$ cat src/rtl/grad_norm_pkg.sv
// Shared tables and types for gradient denormalisation: forward-model breakpoints,
// per-segment shift amounts, default widths and FSM state encoding.
package grad_norm_pkg;

  localparam int IN_W_DEF        = 11;
  localparam int OUT_W_DEF       = 12;
  localparam int SEARCH_BITS_DEF = 9;
  localparam int NSEG            = 8;
  localparam int PROD_W          = 19;

  localparam logic [10:0] BP_G [0:8] = '{11'd0, 11'd4, 11'd8, 11'd16, 11'd32,
                                         11'd64, 11'd128, 11'd192, 11'd256};
  localparam logic [10:0] BP_Y [0:8] = '{11'd1024, 11'd912, 11'd816, 11'd640, 11'd448,
                                         11'd256, 11'd64, 11'd16, 11'd0};
  // log2 of each segment width, so segment interpolation needs no divider
  localparam int SEG_SH [0:7] = '{2, 2, 3, 4, 5, 6, 6, 6};

  typedef enum logic [1:0] {
    ST_IDLE   = 2'd0,
    ST_SEARCH = 2'd1,
    ST_DONE   = 2'd2
  } state_t;

endpackage

$ cat src/rtl/grad_fwd_model.sv
// Combinational forward model f(g): piecewise-linear, non-increasing, zero for g >= 256.
// Zero latency; no handshake.
module grad_fwd_model
  import grad_norm_pkg::*;
#(
  parameter int G_W = SEARCH_BITS_DEF,
  parameter int F_W = IN_W_DEF
) (
  input  logic [G_W-1:0] i_g,
  output logic [F_W-1:0] o_f
);

  logic [PROD_W-1:0] w_g;
  logic [PROD_W-1:0] w_prod;

  assign w_g = PROD_W'(i_g);

  always_comb begin
    o_f    = '0;
    w_prod = '0;
    for (int k = 0; k < NSEG; k++) begin
      if (w_g >= PROD_W'(BP_G[k]) && w_g < PROD_W'(BP_G[k+1])) begin
        w_prod = (PROD_W'(BP_Y[k]) - PROD_W'(BP_Y[k+1])) * (w_g - PROD_W'(BP_G[k]));
        o_f    = F_W'(PROD_W'(BP_Y[k]) - (w_prod >> SEG_SH[k]));
      end
    end
  end

endmodule

$ cat src/rtl/grad_denorm.sv
// Recovers g = min{g : f(g) <= n} by a SEARCH_BITS-step successive approximation; result 10 cycles after accept.
// Result held until out_ready; in_ready low until taken. GRAD_DENORM_FASTPATH_EN: n==0 / n>=1024 answered next cycle.
module grad_denorm
  import grad_norm_pkg::*;
#(
  parameter int IN_W        = IN_W_DEF,
  parameter int OUT_W       = OUT_W_DEF,
  parameter int SEARCH_BITS = SEARCH_BITS_DEF
) (
  input  logic             clk,
  input  logic             rst,
  input  logic             in_valid,
  output logic             in_ready,
  input  logic [IN_W-1:0]  norm_in,
  output logic             out_valid,
  input  logic             out_ready,
  output logic [OUT_W-1:0] grad_out,
  output logic             busy
);

  localparam int BIT_W = (SEARCH_BITS > 1) ? $clog2(SEARCH_BITS) : 1;

  state_t                 r_state;
  logic [SEARCH_BITS-1:0] r_acc;
  logic [IN_W-1:0]        r_n;
  logic [BIT_W-1:0]       r_bit;
  logic [OUT_W-1:0]       r_grad;
  logic                   r_out_valid;
  logic                   r_in_ready;
  logic                   r_busy;

  logic [SEARCH_BITS-1:0] w_t;
  logic [IN_W-1:0]        w_f;
  logic [SEARCH_BITS-1:0] w_acc_nxt;
  logic                   w_f0_le;
  logic [OUT_W-1:0]       w_result;

  assign w_t       = r_acc | (SEARCH_BITS'(1) << r_bit);
  assign w_acc_nxt = (w_f > r_n) ? w_t : r_acc;
  assign w_f0_le   = r_n >= IN_W'(BP_Y[0]);
  assign w_result  = w_f0_le ? '0 : OUT_W'(w_acc_nxt) + OUT_W'(1);

  grad_fwd_model #(
    .G_W (SEARCH_BITS),
    .F_W (IN_W)
  ) u_fwd (
    .i_g (w_t),
    .o_f (w_f)
  );

  always_ff @(posedge clk or negedge rst) begin
    if (!rst) begin
      r_state     <= ST_IDLE;
      r_acc       <= '0;
      r_n         <= '0;
      r_bit       <= '0;
      r_grad      <= '0;
      r_out_valid <= 1'b0;
      r_in_ready  <= 1'b0;
      r_busy      <= 1'b0;
    end else begin
      case (r_state)
        ST_IDLE: begin
          if (in_valid && r_in_ready) begin
            r_n        <= norm_in;
            r_acc      <= '0;
            r_bit      <= BIT_W'(SEARCH_BITS - 1);
            r_in_ready <= 1'b0;
            r_busy     <= 1'b1;
`ifdef GRAD_DENORM_FASTPATH_EN
            if (norm_in >= IN_W'(BP_Y[0])) begin
              r_grad      <= '0;
              r_out_valid <= 1'b1;
              r_state     <= ST_DONE;
            end else if (norm_in == '0) begin
              r_grad      <= OUT_W'(BP_G[NSEG]);
              r_out_valid <= 1'b1;
              r_state     <= ST_DONE;
            end else begin
              r_state <= ST_SEARCH;
            end
`else
            r_state <= ST_SEARCH;
`endif
          end else begin
            r_in_ready <= 1'b1;
          end
        end
        ST_SEARCH: begin
          r_acc <= w_acc_nxt;
          if (r_bit == '0) begin
            r_grad      <= w_result;
            r_out_valid <= 1'b1;
            r_state     <= ST_DONE;
          end else begin
            r_bit <= r_bit - BIT_W'(1);
          end
        end
        ST_DONE: begin
          if (out_ready) begin
            r_out_valid <= 1'b0;
            r_busy      <= 1'b0;
            r_in_ready  <= 1'b1;
            r_state     <= ST_IDLE;
          end
        end
        default: begin
          r_state <= ST_IDLE;
        end
      endcase
    end
  end

  assign in_ready  = r_in_ready;
  assign out_valid = r_out_valid;
  assign grad_out  = r_grad;
  assign busy      = r_busy;

endmodule

$ cat config.mk
export PLATFORM = sky130hd
export DESIGN_NAME = grad_denorm
export DESIGN_NICKNAME = d
export VERILOG_FILES = /design/src/rtl/grad_norm_pkg.sv /design/src/rtl/grad_fwd_model.sv /design/src/rtl/grad_denorm.sv
export SDC_FILE = /design/constraint.sdc
export NUM_CORES = 1
export LEC_CHECK = 0
export BUFFER_PORTS_ARGS = -buffer_cell sky130_fd_sc_hd__buf_4
export CORE_ASPECT_RATIO = 0.8
export CORE_MARGIN = 2
export CORE_UTILIZATION = 40
export CTS_CLUSTER_DIAMETER = 50
export CTS_CLUSTER_SIZE = 16
export DETAILED_ROUTE_END_ITERATION = 10
export GPL_TIMING_DRIVEN = 1
export PLACE_DENSITY = 0.6
export SYNTH_ARGS = -nofsm -noshare
export SYNTH_HDL_FRONTEND = slang
export SYNTH_SLANG_ARGS = --single-unit
$ cat constraint.sdc
create_clock -name clk -period 15.7 [get_ports clk]
set_input_delay 4.71 -clock clk [delete_from_list [all_inputs] [get_ports clk]]
set_output_delay 4.71 -clock clk [all_outputs]
set_load 0.1 [all_outputs]
* Word-level counts from Yosys, hierarchy flattened *
Cells that the tools add are included.

storage, ports and cells
  register bits after elaboration = 41
  bits of input ports = 15
  output and inout bits = 15
  word-level logic and storage cells = 107

cells by class
  $add $sub $neg = 17
  $mul = 7
  order comparisons = 18
  equality and inequality tests = 6
  shift-type cells = 1
  mux-type cells = 27
  bitwise logic cells = 1
  reduce and logical (&&, ||, !) cells = 22

operator list
  operator                count
  $mux 11                 8
  $sub 10x11->11 const A  3
  $sub 9x11->11 const A   2
  $sub 9x8->10 const B    2
  $mul 2x19->10 const A   1
  $mul 2x19->11 const A   1
  $mul 2x19->13 const A   1
  $mul 2x19->8 const A    1
  $mul 2x19->9 const A    1
  $mul 4x19->10 const A   1
  $ge 9x8->1 const B      2
  $lt 9x8->1 const B      2
  $mux 9                  2
  $pmux 9 s2              1
  $reduce_and 3->1        4
  $ge 11x11->1 const B    1
  $gt 11x11->1            1
  $sub 11x11->11 const A  1
  $sub 5x11->11 const A   1
  $sub 7x11->11 const A   1
  $add 9x1->10 const B    1
  $mux 10                 1
  $sub 9x3->10 const B    1
  $sub 9x4->10 const B    1
  other kinds (33)        58

* Depth between registers and ports, before layout *
Gate-level depths: netlist of the first run.

  depth after elaboration = 16
  mapped depth = 38
  depth with buffers taken out = 35

* Cells and area by module *
A second synthesis of the first run with hierarchy kept.

unflattened totals
  cells, all modules = 855
  area total of the unflattened synthesis = 6930.4 um^2

modules (own cells, without submodules)
  module          instances  cells an instance  area each (um^2)  seq. area each (um^2)
  grad_fwd_model  1          619                4675.7            0.0
  grad_denorm     1          236                2254.7            975.9

* Worst setup path after synthesis of the first run *
No wires, ideal clock.

  path type = register to register
  start point = register r_bit[1]
  end point = register r_grad[6] (netlist: grad_out[6])
  setup time = 0.127 ns
  arrival = 7.893 ns
  required time = 15.573 ns
  setup slack = 7.680 ns
  cell stages (with the launch flop) = 39
  buffers on the path = 3
  period minus slack after synthesis = 8.020 ns
  cells stage by stage = dfrtp_1 -> inv_1 -> ha_1 -> and3b_1 -> nor2_1 -> buf_2 -> ha_1 -> nor4bb_1 -> nor2_1 -> xnor2_1 -> inv_1 -> ha_1 -> inv_1 -> fa_1 -> inv_1 -> ha_1 -> clkbuf_1 -> or3b_1 -> [... 3 more ...] -> nor4b_1 -> a2111oi_0 -> o221ai_1 -> o221ai_1 -> a21oi_1 -> ha_1 -> a211o_1 -> a21oi_1 -> a221o_1 -> a31oi_1 -> clkbuf_1 -> nor2_1 -> nor2_1 -> ha_1 -> o2111ai_1 -> o21bai_1 -> a221oi_1 -> o31ai_1

on the way
  cells in the longest elaborated chain, start to end = 16
  elaborated cells on any way between the ends = 62
  classes of those cells = add/sub: 16; mul: 7; order compare: 17; shift: 1; mux: 10; bitwise: 1; reduce/logical: 10

ends and longest elaborated chain
  item                                              RTL line                                    text
  start, declared                                   grad_denorm.sv:26                           logic [BIT_W-1:0] r_bit;
  start signal, assigned                            grad_denorm.sv:67                           r_bit <= BIT_W'(SEARCH_BITS - 1);
  start signal, assigned                            grad_denorm.sv:96                           r_bit <= r_bit - BIT_W'(1);
  $shl 1x4->9                                       grad_denorm.sv:38                           assign w_t = r_acc | (SEARCH_BITS'(1) << r_bit);
  $or 9x9->9                                        grad_denorm.sv:38
  $sub 9x3->10, or another cell as far along        grad_fwd_model.sv:23                        w_prod = (PROD_W'(BP_Y[k]) - PROD_W'(BP_Y[k+1])) * (w_g - PROD_W'(BP_G[k]));
  $mul 2x19->8, or another cell as far along        grad_fwd_model.sv:23
  $sub 10x11->11 / $mux 11 (equally long branches)  grad_fwd_model.sv:24, grad_fwd_model.sv:22
  $mux 11 (7 in a row)                              grad_fwd_model.sv:22                        if (w_g >= PROD_W'(BP_G[k]) && w_g < PROD_W'(BP_G[k+1])) begin
  $gt 11x11->1                                      grad_denorm.sv:39                           assign w_acc_nxt = (w_f > r_n) ? w_t : r_acc;
  $mux 9                                            grad_denorm.sv:39
  $add 9x1->10                                      grad_denorm.sv:41                           assign w_result = w_f0_le ? '0 : OUT_W'(w_acc_nxt) + OUT_W'(1);
  $mux 10                                           grad_denorm.sv:41
  end signal, assigned                              grad_denorm.sv:92                           r_grad <= w_result;
  end, declared                                     grad_denorm.sv:27                           logic [OUT_W-1:0] r_grad;

Several ways; a longest one is shown, not always the timed one.
A chain may end at the register's enable or synchronous reset.

* Worst setup path in the final report of the first run *
  start point = register r_bit[0]
  end point = register r_grad[6] (netlist: grad_out[6])

The elaborated chain is that of the path after synthesis.

==> impl_metrics.json, run 1 <==
{
  "outcome": "completed",
  "core_um2": 17200,
  "clk_path_buf_depth": 2,
  "slew_headroom": 0.375,
  "dieArea_um2": 18400,
  "synthesis.area_um2": 6940,
  "cts_root_buffer": "clkbuf_16",
  "synthCells": 896,
  "ctsHtreeMaxLevel": 2,
  "fillers": 1730,
  "synthToLayoutAreaGrowth_pct": 7.30,
  "first_iter_violations": 699,
  "row_count": 43,
  "synth_area_per_cell_um2": 7.74,
  "cts_buffers": 5,
  "cpMostUsedCell": "ha_1",
  "crit_required_ns": 15.86,
  "setup_viol": 0,
  "finalClockSkew_ns": 0.00942,
  "critPathCaptureType": "flip-flop",
  "max_clock_freq_ghz": 0.114,
  "io_buffer_count": 27,
  "cp_top_family": "compound AO/OA/AOI/OAI gates",
  "period_needed_ns": 8.77,
  "crit_fanout": 18,
  "worstHoldPathType": "flip-flop to flip-flop",
  "initial_core_util": 0.404,
  "tightest_slew_ns": 0.934,
  "gp_congestion": 1.03,
  "fin_area_um2": 7450,
  "cts_num_sinks": 39,
  "grt_pass1_wl_um": 34700,
  "period_share": 0.559,
  "synth_seq_cells": 39,
  "synth_edf_count": 0,
  "cts_tree": "done",
  "path_clk_slew_ns": 0.06,
  "wirelength_um": 21900,
  "route.detailed.drc": 0,
  "antenna_found_initial": 0,
  "synth-main-ff-cell": "dfrtp_1",
  "hpwl_um": 17300,
  "dpl_cell_area_um2": 7300,
  "cts_resized": 0,
  "first_pass_iters": 5,
  "hold_violations": 0,
  "fin_setup_tns_ns": 0,
  "slowest_delay_ns": 0.64,
  "detail_route.wl_per_cell_um": 19.4,
  "num_vias": 6656,
  "crit_slowest_cell": "a21oi_1",
  "rsz0062_at_grt": "no",
  "holdBufCountCts": 0,
  "path_depth": 34,
  "maxSlewViolCount": 0,
  "ant_nets": 0,
  "worstSetupStartpointType": "flip-flop",
  "nNetsFinal": 1020,
  "layout-drive-gt1-share": 0.0744,
  "synth_cell_types": 84,
  "crit_buf_inv": 5,
  "clk_latency_ns": 0.29,
  "critPathKind": "flip-flop to flip-flop",
  "ys_warn_count": 0,
  "ios": 30,
  "cp.arrival_ns": 8.93,
  "ys_async_sr_fraction": 1.00,
  "grt_max_degree": 40,
  "die_h_um": 122,
  "chipWidth_um": 151,
  "final.setup.worst_slack_ns": 6.93,
  "grt_pass1_vias": 6138,
  "viasPerCell": 5.92,
  "insertedDiodeCount": 0,
  "hold_depth": 2,
  "dp_slack_ns": 7.01,
  "track_usage": 0.244,
  "postCtsSetupBuffers": 0,
  "cap_violations": 0,
  "grt-ovfl-total": 0,
  "reg2regPathDepth": 34,
  "yosysSeqAreaShare": 0.141
}
-- path summary, 6_finish.rpt --
path                              from          end  slack [ns]
max in group asynchronous          rst  grad_out[5]       10.96
max reg2reg                   r_bit[0]  grad_out[6]        6.93
min                        grad_out[7]  grad_out[7]        0.48
min in group asynchronous          rst       r_n[5]        4.39
max                           r_bit[0]  grad_out[6]        6.93
min reg2reg                grad_out[7]  grad_out[7]        0.48
-- synth_stat cells (18+ instances only) --
master | instances | share of area
nand2_1 | 84 | 0.045
xnor2_1 | 60 | 0.076
o21ai_0 | 49 | 0.035
inv_1 | 80 | 0.043
xor2_1 | 28 | 0.035
clkbuf_1 | 26 | 0.014
dfrtp_1 | 39 | 0.14
nor3_1 | 18 | 0.013
nand3_1 | 23 | 0.017
ha_1 | 93 | 0.17
a21oi_1 | 58 | 0.042
nor2_1 | 54 | 0.029
-- state kept, by name (all words and copies together) (netlist names) --
name and flops:
busy 1, grad_out 10, in_ready 1, out_valid 1
r_acc 9, r_bit 4, r_n 11, r_state 2
-- cells by family after synthesis --
logic type / count (synthesis) / share of synthesized area
mux: 7 / 0.0101
xor+xnor: 91 / 0.121
other cells: 1 / 0.000540
compound gates: 265 / 0.262
flops: 39 / 0.141
fa+ha+maj: 106 / 0.205
buf+inv: 124 / 0.0701
simple gates: 263 / 0.191
-- layout by cell type (no fill, tap or decap), drive strengths merged, types with 6 or more instances in the layout --
master,n
clkbuf,6
and3,8
o221ai,8
nand3,23
and2,10
o21a,11
mux2i,7
nor3,18
nor3b,10
nor2,55
a311oi,7
o211ai,10
o21ai,63
dfrtp,39
a21oi,59
ha,93
inv,87
nor2b,6
xnor2,60
xor2,28
nand4,7
a211oi,13
nand2,84
buf,32
a31oi,7
o311ai,6
o2111ai,6
a221oi,7
fa,13
a21o,14
or2,8
-- routing by layer --
metal	routed length, um	global-route usage	part of all wire
met1	10900	0.389	0.50
met2	8760	0.337	0.40
met3	1970	0.0476	0.090
met4	301	0.0426	0.014
met5	0	0	0
-- metrics by stage --
step	utilization	hold slack, ns	instances
after floorplan	-	0.452	897
after global placement	0.426	0.461	1117
after detailed placement	0.426	0.468	1117
after global routing	0.434	0.533	1125
after CTS	0.434	0.487	1125
final	0.434	0.481	1125
-- worst min-delay path, cell delays in order, from the launching register on --
cell	delay [ns]
dfrtp_1	0.35
nand2_1	0.05
o21ai_0	0.06
-- layout make-up --
| cell class | instances | area [um^2] | area share |
|---|---|---|---|
| Inverter | 87 | 327 | 0.0439 |
| Tap cell | 225 | 282 | 0.0378 |
| Timing Repair Buffer | 32 | 240 | 0.0323 |
| Sequential cell | 39 | 976 | 0.131 |
| Clock inverter | 2 | 12.5 | 0.00168 |
| Clock buffer | 6 | 129 | 0.0173 |
| Multi-Input combinational cell | 734 | 5480 | 0.736 |
Power of run 1 is left out: the tool's default activity adds up to more than one toggle a clock period on the data nets, which glitch-free logic cannot reach.
==> run 2, diff against run 1 <==
--- a/config.mk
+++ b/config.mk
@@ -5,6 +5,7 @@
 export SDC_FILE = /design/constraint.sdc
 export NUM_CORES = 1
 export LEC_CHECK = 0
+export ABC_AREA = 1
 export BUFFER_PORTS_ARGS = -buffer_cell sky130_fd_sc_hd__buf_4
 export CORE_ASPECT_RATIO = 0.8
 export CORE_MARGIN = 2
@@ -13,7 +14,7 @@
 export CTS_CLUSTER_SIZE = 16
 export DETAILED_ROUTE_END_ITERATION = 10
 export GPL_TIMING_DRIVEN = 1
-export PLACE_DENSITY = 0.6
+export PLACE_DENSITY = 0.62
 export SYNTH_ARGS = -nofsm -noshare
 export SYNTH_HDL_FRONTEND = slang
 export SYNTH_SLANG_ARGS = --single-unit
==> constraint.sdc (replaced) <==
create_clock -name clk -period 8 [get_ports clk]
set_input_delay 2.4 -clock clk [delete_from_list [all_inputs] [get_ports clk]]
set_output_delay 2.4 -clock clk [all_outputs]
set_load 0.1 [all_outputs]
==> impl_metrics.json, run 2 <==
{
  "mostFrequentLayoutCells": "266 x nand2_1, 163 x inv_1, 93 x ha_1",
  "insertedDiodeCount": 0,
  "dieArea_um2": 18600,
  "rsz0062_at_grt": "no",
  "synth_edf_count": 0,
  "largest_reg_flops": 11,
  "max_clock_freq_ghz": 0.145,
  "synthCells": 1081,
  "outcome": "completed",
  "cts_buffers": 5,
  "yosysSeqAreaShare": 0.139,
  "rrSetupSlack_ns": 1.11,
  "row_count": 43,
  "path_clk_slew_ns": 0.06,
  "die_h_um": 122,
  "period_needed_ns": 6.89,
  "grt_pass1_wl_um": 34400,
  "synth_commonest_cells": "266 x nand2_1, 163 x inv_1, 93 x ha_1",
  "ys_warn_count": 0,
  "initial_core_util": 0.407,
  "period_share": 0.861,
  "synth_cell_types": 56,
  "core_um2": 17300,
  "maxSlewViolCount": 0,
  "holdBufCountCts": 0,
  "cp-startpoint": "r_bit[1]",
  "crit_fanout": 11,
  "min_from": "grad_out[5]",
  "regMostFlops": "r_n",
  "layout-drive-gt1-share": 0.0958,
  "synthesis.area_um2": 7020,
  "critPathCaptureType": "flip-flop",
  "chipWidth_um": 152,
  "postCtsSetupBuffers": 0,
  "wirelength_um": 21100,
  "ant_nets": 0,
  "synth_seq_cells": 39,
  "cts_tree": "done",
  "tightest_slew_ns": 1.06,
  "crit_buf_inv": 3,
  "nNetsFinal": 1226,
  "synth-main-ff-cell": "dfrtp_1",
  "io_buffer_count": 27,
  "first_pass_iters": 6,
  "layout_commonest_cell": "nand2_1",
  "hpwl_um": 17100,
  "grt_max_degree": 40,
  "hold_violations": 0,
  "worstSetupStartpointType": "flip-flop",
  "yosys.area.top_type_share": 0.166,
  "track_usage": 0.229,
  "synthToLayoutAreaGrowth_pct": 8.75,
  "synth_area_leaders": "ha_1 17%, nand2_1 14%, dfrtp_1 14%, inv_1 8.7%, nand3_1 6.1%",
  "cp.arrival_ns": 7.07,
  "antenna_found_initial": 1,
  "fin_hold_ws_ns": 0.482,
  "gp_congestion": 0.947,
  "ys_async_sr_fraction": 1.00,
  "synth_top_area_cell": "ha_1",
  "slew_headroom": 0.290,
  "cp_top_family": "simple AND/OR/NAND/NOR gates",
  "detail_route.wl_per_cell_um": 15.9,
  "first_iter_violations": 623,
  "crit_slowest_cell": "a21oi_2",
  "route.detailed.drc": 0,
  "r2r_start": "r_bit[1]",
  "fin_setup_tns_ns": 0,
  "cap_violations": 0,
  "synth.most_common_cell": "nand2_1",
  "grt-ovfl-total": 0,
  "crit_required_ns": 8.18,
  "critPathKind": "flip-flop to flip-flop",
  "cts_num_sinks": 39,
  "ios": 30,
  "viasPerCell": 5.37,
  "clk_latency_ns": 0.29,
  "cts_root_buffer": "clkbuf_16",
  "ctsHtreeMaxLevel": 2,
  "grt_pass1_vias": 6490,
  "slowest_delay_ns": 0.58,
  "setup_viol": 0,
  "num_vias": 7152,
  "clk_path_buf_depth": 2,
  "worstHoldPathType": "flip-flop to flip-flop",
  "cts_resized": 0,
  "synth_area_per_cell_um2": 6.49,
  "finalClockSkew_ns": 0.00706,
  "cpMostUsedCell": "nand2_1"
}
run 2: layer usage:
metal,share of wire,up-vias,global-route usage
met2,0.40,295,0.340
met1,0.50,3268,0.355
li1,-,3568,-
met3,0.094,21,0.0388
met5,0,-,0
met4,0.011,0,0.0275
run 2: area by class of cell:
cell class / count / area, um^2
inverter: 177 / 667
timing repair buffer: 32 / 240
fill: 1833 / 9640
clock inverter: 2 / 35.0
sequential: 39 / 976
multi-input combinational: 850 / 5300
tap: 225 / 282
clock buffer: 6 / 139
run 2: stage by stage:
stage / utilization / worst slack, ns / cell area (um^2) / cells
after global placement: 0.432 / 1.32 / 7460 / 1323
after detailed placement: 0.432 / 1.11 / 7460 / 1323
after global routing: 0.442 / 0.472 / 7630 / 1331
after floorplan: - / 2.01 / 7020 / 1082
final: 0.442 / 1.11 / 7630 / 1331
after CTS: 0.442 / 1.09 / 7630 / 1331
run 2: cells by family (layout without fill, tap and decap cells):
logic type      Yosys count  after routing  share of synthesized area
simple gates            495            495                      0.323
xor+xnor                 48             48                     0.0658
fa+ha+maj               106            106                      0.203
buf+inv                 193            217                      0.108
compound gates          199            199                      0.161
other cells               1              2                   0.000534
flops                    39             39                      0.139
run 2: worst paths after layout:
path	endpoint	cells past startpoint
setup / recovery	grad_out[8]	35
hold / removal	grad_out[5]	2
setup reg to reg	grad_out[8]	35
hold reg to reg	grad_out[5]	2
max in group asynchronous	r_acc[3]	1
min in group asynchronous	busy	1
run 2: worst min-delay path, cell delays in order, from the launching register on:
cell     delay, ns
dfrtp_1       0.34
nand2_1       0.06
nand2_1       0.05
Power of run 2 is left out for the same reason.
==> run 3, diff against run 2 <==
--- a/config.mk
+++ b/config.mk
@@ -6,7 +6,9 @@
 export NUM_CORES = 1
 export LEC_CHECK = 0
 export ABC_AREA = 1
-export BUFFER_PORTS_ARGS = -buffer_cell sky130_fd_sc_hd__buf_4
+export BUFFER_PORTS_ARGS = -buffer_cell sky130_fd_sc_hd__clkbuf_2
+export CELL_PAD_IN_SITES_DETAIL_PLACEMENT = 1
+export CELL_PAD_IN_SITES_GLOBAL_PLACEMENT = 1
 export CORE_ASPECT_RATIO = 0.8
 export CORE_MARGIN = 2
 export CORE_UTILIZATION = 40
@@ -14,7 +16,7 @@
 export CTS_CLUSTER_SIZE = 16
 export DETAILED_ROUTE_END_ITERATION = 10
 export GPL_TIMING_DRIVEN = 1
-export PLACE_DENSITY = 0.62
+export PLACE_DENSITY = 0.8
 export SYNTH_ARGS = -nofsm -noshare
 export SYNTH_HDL_FRONTEND = slang
 export SYNTH_SLANG_ARGS = --single-unit
==> impl_metrics.json, run 3 (synthesis results as in run 2) <==
{
  "outcome": "completed",
  "crit_required_ns": 8.18,
  "largest_reg_flops": 11,
  "mostFrequentLayoutCells": "266 x nand2_1, 163 x inv_1, 93 x ha_1",
  "cts_num_sinks": 39,
  "row_count": 43,
  "chipWidth_um": 152,
  "r2r_start": "r_bit[1]",
  "cap_violations": 0,
  "layout_commonest_cell": "nand2_1",
  "period_needed_ns": 7.39,
  "num_vias": 7380,
  "viasPerCell": 5.54,
  "grt_max_degree": 40,
  "crit_slowest_cell": "a21oi_2",
  "gp_congestion": 0.937,
  "finalClockSkew_ns": 0.00855,
  "hold_depth": 2,
  "path_clk_slew_ns": 0.06,
  "ctsHtreeMaxLevel": 2,
  "setup_viol": 0,
  "nNetsFinal": 1227,
  "track_usage": 0.270,
  "rsz0062_at_grt": "no",
  "cp.arrival_ns": 7.57,
  "wirelength_um": 24700,
  "tightest_slew_ns": 1.05,
  "crit_fanout": 11,
  "cp_top_family": "simple AND/OR/NAND/NOR gates",
  "cts_root_buffer": "clkbuf_16",
  "grt-ovfl-total": 0,
  "core_um2": 17300,
  "grt_pass1_wl_um": 40500,
  "rrSetupSlack_ns": 0.61,
  "ios": 30,
  "ant_nets": 0,
  "min_from": "grad_out[6]",
  "postCtsSetupBuffers": 0,
  "detail_route.wl_per_cell_um": 18.5,
  "antenna_found_initial": 0,
  "holdPathEnd": "grad_out[6]",
  "cts_resized": 0,
  "die_h_um": 122,
  "first_pass_iters": 5,
  "critPathKind": "flip-flop to flip-flop",
  "hold_violations": 0,
  "slowest_delay_ns": 0.61,
  "cts_buffers": 5,
  "r2r_end": "grad_out[8]",
  "reg2regPathDepth": 37,
  "worstSetupStartpointType": "flip-flop",
  "clk_latency_ns": 0.29,
  "max_clock_freq_ghz": 0.135,
  "worstHoldPathType": "flip-flop to flip-flop",
  "cts_tree": "done",
  "regMostFlops": "r_n",
  "path_depth": 37,
  "route.detailed.drc": 0,
  "insertedDiodeCount": 0,
  "first_iter_violations": 577,
  "period_share": 0.924,
  "cpMostUsedCell": "nand2_1",
  "dieArea_um2": 18600,
  "slew_headroom": 0.299,
  "crit_buf_inv": 5,
  "synthToLayoutAreaGrowth_pct": 7.90,
  "hpwl_um": 19900,
  "grt_pass1_vias": 7660,
  "maxSlewViolCount": 0,
  "initial_core_util": 0.407,
  "critPathCaptureType": "flip-flop",
  "layout-drive-gt1-share": 0.0967,
  "holdBufCountCts": 0,
  "fin_setup_tns_ns": 0,
  "io_buffer_count": 27,
  "clk_path_buf_depth": 2
}
run 3: how the worst max path moves through the flow:
stage,to,start,slack [ns]
2_1_floorplan,grad_out[8],r_bit[0],2.01
3_3_place_gp,grad_out[8],r_bit[1],1.12
3_5_place_dp,grad_out[8],r_bit[1],0.75
4_1_cts,grad_out[8],r_bit[1],0.62
5_1_grt,grad_out[6],r_bit[1],0.06
6_report,grad_out[8],r_bit[1],0.61
run 3: final cells by class:
class	count	area (um^2)
well taps	225	282
multi-input cells	850	5300
clock inverters	2	35.0
repair buffers	33	180
fillers	2320	9700
clock buffers	6	139
inverters	177	667
flip-flops and latches	39	976
run 3: per-stage QoR:
| step | setup WS [ns] | cell area (um^2) | util | cells | hold slack (ns) |
|---|---|---|---|---|---|
| 2_1_floorplan | 2.01 | 7020 | - | 1082 | 0.448 |
| 3_3_place_gp | 1.12 | 7400 | 0.429 | 1324 | 0.470 |
| 3_5_place_dp | 0.747 | 7400 | 0.429 | 1324 | 0.483 |
| 4_1_cts | 0.621 | 7570 | 0.439 | 1332 | 0.497 |
| 5_1_grt | 0.0601 | 7570 | 0.439 | 1332 | 0.534 |
| 6_report | 0.610 | 7570 | 0.439 | 1332 | 0.495 |
run 3: layer usage:
| metal | GRT usage | vias up | wire length [um] |
|---|---|---|---|
| li1 | - | 3575 | - |
| met1 | 0.386 | 3568 | 12000 |
| met2 | 0.432 | 213 | 10700 |
| met3 | 0.0512 | 24 | 1630 |
| met4 | 0.0456 | 0 | 304 |
| met5 | 0 | - | 0 |
run 3: worst reg2reg max path: cells and delay by family (launching register included):
family	cells	cell delay, ns
buf+inv	5	0.72
fa+ha+maj	6	2.04
flops	1	0.38
simple gates	18	2.17
xor+xnor	3	0.64
compound gates	5	1.33
Power of run 3 is left out for the same reason.
